**src/rtl/booth_divider_if.sv**
```systemverilog
// Handshake and operand/result bundle for booth_divider.
// start/done protocol: start is sampled only while the divider is idle
// (busy=0); an accepted start raises busy on the same edge, and done pulses
// for exactly one cycle when Q/R/div_zero update. A start seen while busy is
// ignored. dbg_state mirrors the internal FSM state for observation.
interface booth_divider_if #(
  parameter int LENGTH = 32
);
  logic              start;
  logic              sign;
  logic [LENGTH-1:0] A;
  logic [LENGTH-1:0] B;
  logic              busy;
  logic              done;
  logic [LENGTH-1:0] Q;
  logic [LENGTH-1:0] R;
  logic              div_zero;
  logic [1:0]        dbg_state;

  modport master (
    output start, sign, A, B,
    input  busy, done, Q, R, div_zero, dbg_state
  );

  modport slave (
    input  start, sign, A, B,
    output busy, done, Q, R, div_zero, dbg_state
  );
endinterface

```
**src/rtl/booth_divider.sv**
```systemverilog
// Iterative signed/unsigned divider: radix-2 restoring shift-subtract on
// operand magnitudes, one quotient bit per cycle, sign fix-up in a final
// cycle. Latency from accepted start to done is LENGTH+1 cycles.
module booth_divider #(
  parameter int LENGTH = 32
) (
  input  logic              sys_clk,
  input  logic              sys_rst,
  booth_divider_if.slave    bus
);

  localparam int CW = $clog2(LENGTH);

  localparam logic [1:0] S_IDLE = 2'd0;
  localparam logic [1:0] S_CALC = 2'd1;
  localparam logic [1:0] S_FIX  = 2'd2;

  localparam logic [CW-1:0] LAST_ITER = CW'(LENGTH - 1);

  logic [1:0]        state_q,  state_d;
  logic [CW-1:0]     cnt_q,    cnt_d;
  // Dividend magnitude; quotient bits shift in at the bottom as it drains.
  logic [LENGTH-1:0] dvd_q,    dvd_d;
  logic [LENGTH-1:0] dvs_q,    dvs_d;
  // Partial remainder is always below the divisor, so LENGTH bits hold it;
  // the extra bit only exists in the shifted/trial values below.
  logic [LENGTH-1:0] rem_q,    rem_d;
  logic              neg_q_q,  neg_q_d;
  logic              neg_r_q,  neg_r_d;
  logic              zero_q,   zero_d;
  logic              busy_q,   busy_d;
  logic              done_q,   done_d;
  logic [LENGTH-1:0] quo_q,    quo_d;
  logic [LENGTH-1:0] rmd_q,    rmd_d;
  logic              dz_q,     dz_d;

  logic [LENGTH:0]   shifted;
  logic [LENGTH:0]   trial;
  logic              qbit;

  // Next-state, datapath step and result fix-up.
  always_comb begin
    state_d = state_q;
    cnt_d   = cnt_q;
    dvd_d   = dvd_q;
    dvs_d   = dvs_q;
    rem_d   = rem_q;
    neg_q_d = neg_q_q;
    neg_r_d = neg_r_q;
    zero_d  = zero_q;
    busy_d  = busy_q;
    done_d  = 1'b0;
    quo_d   = quo_q;
    rmd_d   = rmd_q;
    dz_d    = dz_q;

    shifted = {rem_q, dvd_q[LENGTH-1]};
    trial   = shifted - {1'b0, dvs_q};
    qbit    = ~trial[LENGTH];

    case (state_q)
      S_IDLE: begin
        if (bus.start) begin
          state_d = S_CALC;
          busy_d  = 1'b1;
          dvd_d   = (bus.sign && bus.A[LENGTH-1]) ? -bus.A : bus.A;
          dvs_d   = (bus.sign && bus.B[LENGTH-1]) ? -bus.B : bus.B;
          neg_q_d = bus.sign & (bus.A[LENGTH-1] ^ bus.B[LENGTH-1]);
          neg_r_d = bus.sign & bus.A[LENGTH-1];
          zero_d  = (bus.B == '0);
          rem_d   = '0;
          cnt_d   = '0;
        end
      end
      S_CALC: begin
        rem_d = qbit ? trial[LENGTH-1:0] : shifted[LENGTH-1:0];
        dvd_d = {dvd_q[LENGTH-2:0], qbit};
        cnt_d = cnt_q + 1'b1;
        if (cnt_q == LAST_ITER) begin
          state_d = S_FIX;
        end
      end
      S_FIX: begin
        // With a zero divisor every trial succeeds, so the remainder ends up
        // holding |A|; re-applying the dividend sign restores A exactly.
        // Only the quotient needs forcing to all ones.
        quo_d   = zero_q ? '1 : (neg_q_q ? -dvd_q : dvd_q);
        rmd_d   = neg_r_q ? -rem_q : rem_q;
        dz_d    = zero_q;
        done_d  = 1'b1;
        busy_d  = 1'b0;
        state_d = S_IDLE;
      end
      default: begin
        state_d = S_IDLE;
        busy_d  = 1'b0;
      end
    endcase
  end

  // State and datapath registers, cleared by asynchronous reset.
  always_ff @(posedge sys_clk or posedge sys_rst) begin
    if (sys_rst) begin
      state_q <= S_IDLE;
      cnt_q   <= '0;
      dvd_q   <= '0;
      dvs_q   <= '0;
      rem_q   <= '0;
      neg_q_q <= 1'b0;
      neg_r_q <= 1'b0;
      zero_q  <= 1'b0;
      busy_q  <= 1'b0;
      done_q  <= 1'b0;
      quo_q   <= '0;
      rmd_q   <= '0;
      dz_q    <= 1'b0;
    end else begin
      state_q <= state_d;
      cnt_q   <= cnt_d;
      dvd_q   <= dvd_d;
      dvs_q   <= dvs_d;
      rem_q   <= rem_d;
      neg_q_q <= neg_q_d;
      neg_r_q <= neg_r_d;
      zero_q  <= zero_d;
      busy_q  <= busy_d;
      done_q  <= done_d;
      quo_q   <= quo_d;
      rmd_q   <= rmd_d;
      dz_q    <= dz_d;
    end
  end

  assign bus.busy      = busy_q;
  assign bus.done      = done_q;
  assign bus.Q         = quo_q;
  assign bus.R         = rmd_q;
  assign bus.div_zero  = dz_q;
  assign bus.dbg_state = state_q;

endmodule

```
**src/flat_wrapper.sv**
```systemverilog
// flat-port wrapper written by rule: the top's interface ports become plain ports
module booth_divider_flat 
#(
  parameter int LENGTH = 32
)
  (sys_clk, sys_rst, bus_start, bus_sign, bus_A, bus_B, bus_busy, bus_done, bus_Q, bus_R, bus_div_zero, bus_dbg_state);
  booth_divider_if #(.LENGTH(LENGTH)) bus_i ();
  input  logic sys_clk;
  input  logic sys_rst;
  input wire logic [$bits(bus_i.start)-1:0] bus_start;
  input wire logic [$bits(bus_i.sign)-1:0] bus_sign;
  input wire logic [$bits(bus_i.A)-1:0] bus_A;
  input wire logic [$bits(bus_i.B)-1:0] bus_B;
  output wire logic [$bits(bus_i.busy)-1:0] bus_busy;
  output wire logic [$bits(bus_i.done)-1:0] bus_done;
  output wire logic [$bits(bus_i.Q)-1:0] bus_Q;
  output wire logic [$bits(bus_i.R)-1:0] bus_R;
  output wire logic [$bits(bus_i.div_zero)-1:0] bus_div_zero;
  output wire logic [$bits(bus_i.dbg_state)-1:0] bus_dbg_state;
  assign bus_i.start = bus_start;
  assign bus_i.sign = bus_sign;
  assign bus_i.A = bus_A;
  assign bus_i.B = bus_B;
  assign bus_busy = bus_i.busy;
  assign bus_done = bus_i.done;
  assign bus_Q = bus_i.Q;
  assign bus_R = bus_i.R;
  assign bus_div_zero = bus_i.div_zero;
  assign bus_dbg_state = bus_i.dbg_state;
  booth_divider #(.LENGTH(LENGTH)) u_core (.sys_clk(sys_clk), .sys_rst(sys_rst), .bus(bus_i));
endmodule
```
**config.mk**
```make
export PLATFORM = sky130hd
export DESIGN_NAME = booth_divider_flat
export DESIGN_NICKNAME = d
export VERILOG_FILES = /design/src/rtl/booth_divider_if.sv /design/src/rtl/booth_divider.sv /design/src/flat_wrapper.sv
export SDC_FILE = /design/constraint.sdc
export NUM_CORES = 1
export LEC_CHECK = 0
export ABC_AREA = 1
export CAP_MARGIN = 20
export CORE_ASPECT_RATIO = 0.9
export CORE_UTILIZATION = 51
export CTS_CLUSTER_SIZE = 25
export DETAILED_ROUTE_END_ITERATION = 16
export HOLD_SLACK_MARGIN = 0.02
export PLACE_DENSITY = 0.81
export SYNTH_ARGS = -nofsm -noshare
export SYNTH_HDL_FRONTEND = slang
export SYNTH_SLANG_ARGS = --single-unit
export TNS_END_PERCENT = 50
```
**constraint.sdc**
```tcl
create_clock -name sys_clk -period 6.5 [get_ports sys_clk]
set_input_delay 1.3 -clock sys_clk [delete_from_list [all_inputs] [get_ports sys_clk]]
set_output_delay 1.3 -clock sys_clk [all_outputs]
set_load 0.1 [all_outputs]
```
Word-level counts from Yosys, hierarchy flattened
Index checks and enable logic that the tools add are counted.
{ "classes": {"n_div": 0, "mux": 18, "n_addsub": 6, "order_cmp": 0, "n_shift": 0, "mul": 0, "eq_ne": 5, "reduce_logical": 9, "bitwise_logic": 5} }
{ "op_table": {"columns": ["operator", "count"], "rows": [
  ["32-bit 2-to-1 mux", 8],
  ["32-bit negation", 4],
  ["32-bit one-hot mux with 2 select lines", 2],
  ["33-bit by 32-bit subtractor with 33-bit output", 1],
  ["32-bit logical NOT", 1],
  ["5-bit one-hot mux with 2 select lines", 1],
  ["2-bit AND reduction", 4],
  ["5-bit by 1-bit adder with 5-bit output, second input constant", 1],
  ["5-bit == test, second input constant", 1],
  ["5-bit 2-to-1 mux", 1],
  ["2-bit 2-to-1 mux", 2],
  ["2-bit one-hot mux with 2 select lines", 1],
  ["1-bit bitwise AND", 2],
  ["2-bit by 1-bit == test with 1-bit output, second input constant", 1],
  ["2-bit == test, second input constant", 1],
  ["1-bit logical AND", 2],
  ["2-bit logical NOT", 1],
  ["1-bit 2-to-1 mux", 2],
  ["2-bit by 1-bit != test with 1-bit output, second input constant", 1],
  ["2-bit != test, second input constant", 1],
  ["1-bit NOT", 2],
  ["1-bit one-hot mux with 2 select lines", 1],
  ["2-bit nonzero test", 1],
  ["1-bit XOR", 1]
]} }
{ "totals": {"register_bits": 173, "n_memories": 0, "latchBits": 0, "elab_cells": 56, "out_inout_bits": 69, "ram_bits": 0, "in_bits": 68, "mem_bits_ro": 0} }

Longest topological paths before layout
Gate-level depths: netlist of run 1.
{ "logic_depth": {"word_depth": 4, "ltp_mapped": 18, "ltp_nobuf": 17} }

Worst setup path before layout of run 1
No wires, ideal clock.
{ "synth_timing": {"path_kind": "input -> register", "startpoint": "input bus_B[0]", "endpoint": "register u_core.dvs_q[20]", "required_time_ns": 6.369, "path_slack_ns": 3.850, "setup_ns": 0.131, "path_stages": 11, "arrival_time_ns": 2.519, "n_path_buf": 0, "cell_sequence": "inv_1 -> ha_1 -> nand2_1 -> nor2_1 -> nand3_1 -> o21ai_0 -> nand2_1 -> nor2_1 -> nand2_1 -> nand3_1 -> o21ai_0"} }
{ "synth_between": {"elab_chain_len": 2} }
{ "synth_lines": {"columns": ["element", "line_no", "text"], "rows": [
  ["start, declared", "flat_wrapper.sv:13", "input wire logic [$bits(bus_i.B)-1:0] bus_B;"],
  ["32-bit negation", "booth_divider.sv:67", "dvs_d = (bus.sign && bus.B[LENGTH-1]) ? -bus.B : bus.B;"],
  ["32-bit 2-to-1 mux", "booth_divider.sv:67", null],
  ["end signal, assigned", "booth_divider.sv:121", "dvs_q <= dvs_d;"],
  ["end, declared", "booth_divider.sv:24", "logic [LENGTH-1:0] dvs_q, dvs_d;"]
]} }
Every way passes these cells.
A chain may end at the register's enable or synchronous reset.

Final worst setup path of run 1
{ "layout_timing": {"startpoint": "register u_core.state_q[0] (netlist: u_core.bus.dbg_state[0])", "endpoint": "output bus_dbg_state[0]"} }
{ "layout_rtl": {"columns": ["element", "line_no", "text"], "rows": [
  ["start, declared", "booth_divider.sv:20", "logic [1:0] state_q, state_d;"],
  ["start signal, assigned", "booth_divider.sv:118", "state_q <= state_d;"],
  ["end, declared", "flat_wrapper.sv:19", "output wire logic [$bits(bus_i.dbg_state)-1:0] bus_dbg_state;"]
]} }
No word-level cell between the ends.

==> results of run 1 <==
cell usage in the layout (no fill, tap or decap), types with 3 or more instances in the layout:
| master | synthesis | routed |
|---|---|---|
| o21ai_2 | 3 | 3 |
| dfrtp_1 | 173 | 173 |
| xnor2_1 | 12 | 12 |
| o22ai_1 | 10 | 10 |
| nand3_2 | 21 | 21 |
| or2_2 | 11 | 11 |
| nand2_1 | 598 | 598 |
| a21oi_1 | 42 | 42 |
| o32ai_1 | 3 | 3 |
| nand3b_1 | 15 | 15 |
| nor3_1 | 22 | 22 |
| inv_1 | 306 | 305 |
| ha_1 | 38 | 38 |
| nor2_4 | 3 | 5 |
| a22oi_1 | 26 | 26 |
| clkdlybuf4s50_1 | 0 | 136 |
| nand3_1 | 173 | 173 |
| inv_2 | 9 | 9 |
| clkinvlp_4 | 0 | 5 |
| nand2_2 | 28 | 28 |
| nor4_1 | 6 | 6 |
| o31ai_1 | 6 | 6 |
| a31oi_1 | 17 | 17 |
| o21ai_0 | 108 | 108 |
| xor2_1 | 58 | 58 |
| buf_4 | 1 | 10 |
| clkbuf_16 | 0 | 17 |
| inv_6 | 0 | 4 |
| nand4_1 | 23 | 23 |
| nor2_2 | 5 | 5 |
| nand2_4 | 6 | 6 |
| o221ai_1 | 4 | 4 |
| inv_8 | 0 | 4 |
| nor2_1 | 181 | 179 |
| o211ai_1 | 5 | 5 |
| o21bai_1 | 4 | 4 |
cells by family after synthesis:
kind of cell / Yosys count / share of synthesized area [%]
XOR/XNOR: 70 / 4.66
AO/OA/AOI/OAI: 238 / 10.6
flip-flops: 173 / 32.9
AND/OR/NAND/NOR: 1099 / 36.9
adder cells (fa/ha/maj): 39 / 3.76
buffers and inverters: 374 / 11.1
power groups by stage:
stage / Clock [W] / Sequential (W) / Combinational [W]
after floorplan: 0 / 0.00221 / 0.00414
after global placement: 0 / 0.00199 / 0.00553
after detailed placement: 0 / 0.00201 / 0.00566
after CTS: 0.00100 / 0.00199 / 0.00569
after global routing: 0.00104 / 0.00206 / 0.00645
final: 0.000999 / 0.00203 / 0.00577
how the worst max path moves through the flow:
stage / to / depth (start not counted)
floorplan: u_core.bus.Q[0] / 1
global placement: u_core.dvd_q[28] / 7
detailed placement: u_core.dvd_q[26] / 7
CTS: bus_dbg_state[0] / 1
global route: u_core.dvd_q[26] / 7
finish: bus_dbg_state[0] / 1
stage by stage:
step / util, % / power (W) / cell area, um2 / hold WS (ns)
floorplan: - / 0.00634 / 13200 / 0.449
global placement: 58.5 / 0.00752 / 14800 / 0.465
detailed placement: 58.5 / 0.00767 / 14800 / 0.467
CTS: 60.7 / 0.00868 / 15300 / 0.486
global route: 60.7 / 0.00956 / 15300 / 0.507
finish: 60.7 / 0.00880 / 15300 / 0.482
flip-flops by register name, summed over array words and instances, names as in the netlist:
name,cells
u_core.bus.dbg_state,2
u_core.dvs_q,32
u_core.bus.busy,1
u_core.rem_q,32
u_core.bus.Q,32
u_core.neg_r_q,1
u_core.cnt_q,5
u_core.bus.done,1
u_core.bus.R,32
u_core.bus.div_zero,1
u_core.zero_q,1
u_core.dvd_q,32
u_core.neg_q_q,1
area by class of cell:
| cell class | instances | area [um2] | area share (%) |
|---|---|---|---|
| Timing Repair Buffer | 146 | 1440 | 9.37 |
| Tap cell | 342 | 428 | 2.79 |
| Inverter | 317 | 1190 | 7.79 |
| Clock buffer | 17 | 425 | 2.77 |
| Multi-Input combinational cell | 1446 | 7390 | 48.2 |
| Clock inverter | 14 | 130 | 0.849 |
| Sequential cell | 173 | 4330 | 28.2 |
layer usage:
layer,GRT usage (%),part of all wire [%],vias to the layer above
li1,-,-,6548
met1,45.4,49,6087
met2,43.4,42,523
met3,4.94,8.3,51
met4,6.76,1.5,0
met5,0,0,-
==> results_dict.tcl, run 1 <==
set metrics [dict create \
    outcome "completed" \
    drc 0 \
    clockBufferDepth 2 \
    portBuffers 136 \
    place_congestion 0.949 \
    min_from "u_core.bus.R[10]" \
    fin_nets 2208 \
    antenna_found_initial 0 \
    initial_core_util_pct 52.1 \
    drt-pass1-iter-count 6 \
    cts_root_buffer "clkbuf_16" \
    yosysMostFrequentCell "nand2_1" \
    switching_share_pct 55.8 \
    cts_sinks 173 \
    clk_latency_ns 0.44 \
    viasPerCell 5.38 \
    placed_cells 2424 \
    cpPeakStageDelay_ns 1.18 \
    layout.cells.non_filler 2455 \
    reg2reg_slack_ns 3.49 \
    r2r-end "u_core.bus.Q[22]" \
    worstReg2RegStart "u_core.bus.dbg_state[1]" \
    synth.top_cells.by_count "598 x nand2_1, 306 x inv_1, 181 x nor2_1, 173 x dfrtp_1, 173 x nand3_1" \
    post_cts_resized 0 \
    totalWireLength_um 38000 \
    clkTransAtPathRegs_ns 0.07 \
    finalClockSkew_ns 0.0144 \
    synth-edff-count 0 \
    synth_cell_types 49 \
    n_antenna_cell 0 \
    cp_top_family "buffers and inverters" \
    h-tree-depth 4 \
    setup_viol 0 \
    end_kind "output pin" \
    power_leakage_nw 7.78 \
    grt_use_total_pct 29.7 \
    overflow 0 \
    coreArea_um2 25300 \
    fp.dieH_um 154 \
    postLayoutSetupSlackWorst_ns 3.11 \
    p_clk_share_pct 11.4 \
    worstPathRequired_ns 5.20 \
    ctsHoldBuffers 0 \
    finalSetupTns_ns 0 \
    grt_max_degree 72 \
    synth_area_um2 13200 \
    syn_to_final_growth_pct 16.4 \
    via_count 13200 \
    hold_viol 0 \
    p_per_area_nw_per_um2 574 \
    period_share_pct 52.1 \
    min_to "u_core.bus.R[10]" \
    final.fill_count 2403 \
    min_period_ns 3.39 \
    async_reset_ff_share_pct 100 \
    r2r.worst_path.cells 11 \
    drtIter0Drc 1058 \
    cp.arrival_ns 2.09 \
    p_int_w 0.00389 \
    critPathLaunch "u_core.bus.dbg_state[0]" \
    synth_nets 2100 \
    vdd_ir_drop_max_v 0.000303 \
    yosysTopAreaCell "dfrtp_1" \
    ys_ff_latch 173 \
    wl_per_cell_um 15.5 \
    rows 55 \
    tritoncts "done" \
    p_comb_share_pct 65.6 \
    worstMarginPinSlew_ns 0.991 \
    p_sw_w 0.00491 \
    io_pins 137 \
    dp_slack_ns 2.73 \
    ant_nets 0 \
    cap_violations 0 \
    drive_gt1_share_pct 6.44 \
    crit_chain "clkdlybuf4s50_1" \
    startpoint_type "register" \
    rsz0062_at_grt "no" \
    yosysWarnings 0 \
    hp-class "reg -> reg" \
    grt_pass1_wl_um 61900 \
    fmax_mhz 295 \
    path_class "reg -> out" \
    p_seq_share_pct 23.1 \
    synth_area_leaders "dfrtp_1 33%, nand2_1 17%, inv_1 8.7%" \
    critPathBufInv 1 \
    grt_pass1_vias 12100 \
    die-area_um2 26500 \
    slew_viol_final 0 \
    dp_hpwl_um 29700 \
    avgSynthCellArea_um2 6.61 \
    critPathMaxFanout 3 \
    hold_depth 2 \
    seq_area_frac_synth_pct 32.9 \
    slew_headroom_pct 33.7 \
    slowest_stage "clkdlybuf4s50_1" \
    fp.dieW_um 171 \
    syn_inst 1993 \
    synth_top_area_share_pct 32.9 \
    cts_setup_buffers 0 \
    ys.flop_type "dfrtp_1" \
    numCtsBuffers 17 \
]
Note: power is estimated with default switching activity, not from simulation.
==> inputs of run 2 (changes only) <==
--- a/config.mk
+++ b/config.mk
@@ -12,7 +12,7 @@
 export CTS_CLUSTER_SIZE = 25
 export DETAILED_ROUTE_END_ITERATION = 16
 export HOLD_SLACK_MARGIN = 0.02
-export PLACE_DENSITY = 0.81
+export PLACE_DENSITY = 0.84
 export SYNTH_ARGS = -nofsm -noshare
 export SYNTH_HDL_FRONTEND = slang
 export SYNTH_SLANG_ARGS = --single-unit
==> constraint.sdc (replaced) <==
create_clock -name sys_clk -period 3 [get_ports sys_clk]
set_input_delay 0.6 -clock sys_clk [delete_from_list [all_inputs] [get_ports sys_clk]]
set_output_delay 0.6 -clock sys_clk [all_outputs]
set_load 0.1 [all_outputs]
==> run 2 against run 1 <==
Net effect:
- critical path depth up 15
- power increased by 120%
- register-to-register slack lost 3.1 ns
- routed wire length fell by 0.88%
- critical path type is now reg -> reg
- critical endpoint is now u_core.rem_q[26]
- largest cell class unchanged
==> results_dict.tcl, run 2 (same netlist as run 1, synthesis figures left out) <==
set metrics [dict create \
    outcome "completed" \
    grt_use_total_pct 29.2 \
    min_from "u_core.dvs_q[25]" \
    power_w 0.0193 \
    drtIter0Drc 1160 \
    coreArea_um2 25300 \
    cp.arrival_ns 2.97 \
    worstPathRequired_ns 3.32 \
    fin_nets 2221 \
    cts_root_buffer "clkbuf_16" \
    overflow 0 \
    h-tree-depth 4 \
    clockBufferDepth 2 \
    rsz0062_at_grt "no" \
    r2r-end "u_core.rem_q[26]" \
    cts_sinks 173 \
    period_share_pct 88.4 \
    worstReg2RegStart "u_core.rem_q[0]" \
    n_antenna_cell 0 \
    final_common_cell "nand2_1" \
    fp.dieH_um 154 \
    viasPerCell 5.31 \
    regArea_um2 4330 \
    wl_per_cell_um 15.3 \
    most-common-layout-cells "598 x nand2_1, 305 x inv_1, 179 x nor2_1, 173 x nand3_1, 173 x dfrtp_1" \
    post_cts_resized 0 \
    power_leakage_nw 7.97 \
    place_congestion 0.955 \
    cts_setup_buffers 0 \
    p_per_area_nw_per_um2 1260 \
    vdd_ir_drop_max_v 0.000783 \
    antenna_found_initial 0 \
    die-area_um2 26500 \
    rows 55 \
    dp_hpwl_um 29500 \
    worst_hold_slack_ns 0.486 \
    drive_gt1_share_pct 10.2 \
    ant_nets 0 \
    fmax_mhz 377 \
    worstMarginPinSlew_ns 0.708 \
    final.fill_count 2347 \
    r2r.worst_path.cells 16 \
    end_kind "register" \
    hold_viol 0 \
    fp.dieW_um 171 \
    via_count 13100 \
    crit_chain "inv_1, fa_1, inv_1, nand2_1, nand2_1, nand3_1, nand2_2, nand2_2, nand2_4, nand2_4, nand2_4, nand2_4, nand2_8, nand2_1, nand3_1, nand2_1" \
    totalWireLength_um 37700 \
    hold_depth 2 \
    critPathBufInv 2 \
    path_class "reg -> reg" \
    fin_area_um2 15400 \
    grt_max_degree 62 \
    syn_to_final_growth_pct 16.7 \
    drt-pass1-iter-count 5 \
    critPathMaxFanout 18 \
    clkTransAtPathRegs_ns 0.07 \
    min_period_ns 2.65 \
    slew_headroom_pct 52.7 \
    tritoncts "done" \
    startpoint_type "register" \
    ctsHoldBuffers 0 \
    reg2reg_slack_ns 0.35 \
    slew_viol_final 0 \
    slowest_stage "fa_1" \
    hp-class "reg -> reg" \
    initial_core_util_pct 52.1 \
    placed_cell_area_um2 14800 \
    multiInputGateArea_um2 7390 \
    cap_violations 0 \
    cp_top_family "simple AND/OR/NAND/NOR gates" \
    cpPeakStageDelay_ns 0.48 \
    min_to "u_core.dvs_q[25]" \
    finalSetupTns_ns 0 \
    grt_pass1_wl_um 61000 \
    clk_latency_ns 0.43 \
    drc 0 \
    setup_viol 0 \
    finalClockSkew_ns 0.0112 \
    grt_pass1_vias 12100 \
    numCtsBuffers 17 \
    final_util_pct 60.9 \
    portBuffers 136 \
    io_pins 137 \
]
run 2: changes by cell type in the layout (fill, tap and decap cells not counted), sizes merged:
cell	previous run	this run
buf	10	92
inv	322	320
clkbuf	17	19
clkinv	4	5
clkdlybuf4s50	136	67
bufinv	0	3
clkinvlp	5	2
run 2: per-layer routing:
metal / wire length (um) / vias to the layer above / global-route usage, %
met1: 18000 / 5948 / 44.1
met4: 563 / 0 / 6.34
met5: 0 / - / 0
met3: 3650 / 41 / 6.58
met2: 15400 / 551 / 42.1
li1: - / 6575 / -
run 2: cell type report:
type / count / share of cell area (%)
Multi-Input combinational cell: 1446 / 48.1
Sequential cell: 173 / 28.2
Timing Repair Buffer: 159 / 9.18
Inverter: 317 / 7.77
Clock buffer: 19 / 2.88
Tap cell: 342 / 2.78
Clock inverter: 13 / 1.15
run 2: per-stage QoR:
stage	setup slack (ns)	std cells
floorplan	0.189	1993
global placement	0.333	2437
detailed placement	0.275	2437
CTS	0.392	2469
global route	0.210	2469
finish	0.349	2469
run 2: worst register-to-register path, stage by stage, from the launching register on:
cell     delay, ns
dfrtp_1       0.47
inv_1         0.20
fa_1          0.48
inv_1         0.11
nand2_1       0.06
nand2_1       0.09
nand3_1       0.09
nand2_2       0.12
nand2_2       0.08
nand2_4       0.08
nand2_4       0.08
nand2_4       0.10
nand2_4       0.15
nand2_8       0.20
nand2_1       0.09
nand3_1       0.08
nand2_1       0.06
run 2: power by group:
part / internal (W) / switching [W]
combinational: 0.00410 / 0.00844
sequential: 0.00323 / 0.00114
clock: 0.00136 / 0.00103
run 2: worst max-delay path by stage:
stage,start,end,cells after the start
global placement,bus_A[0],u_core.dvd_q[30],11
finish,u_core.rem_q[0],u_core.rem_q[26],16
floorplan,sys_rst,u_core.bus.Q[0],1
CTS,u_core.rem_q[0],u_core.rem_q[15],16
detailed placement,bus_A[0],u_core.dvd_q[30],11
global route,u_core.rem_q[0],u_core.rem_q[13],16
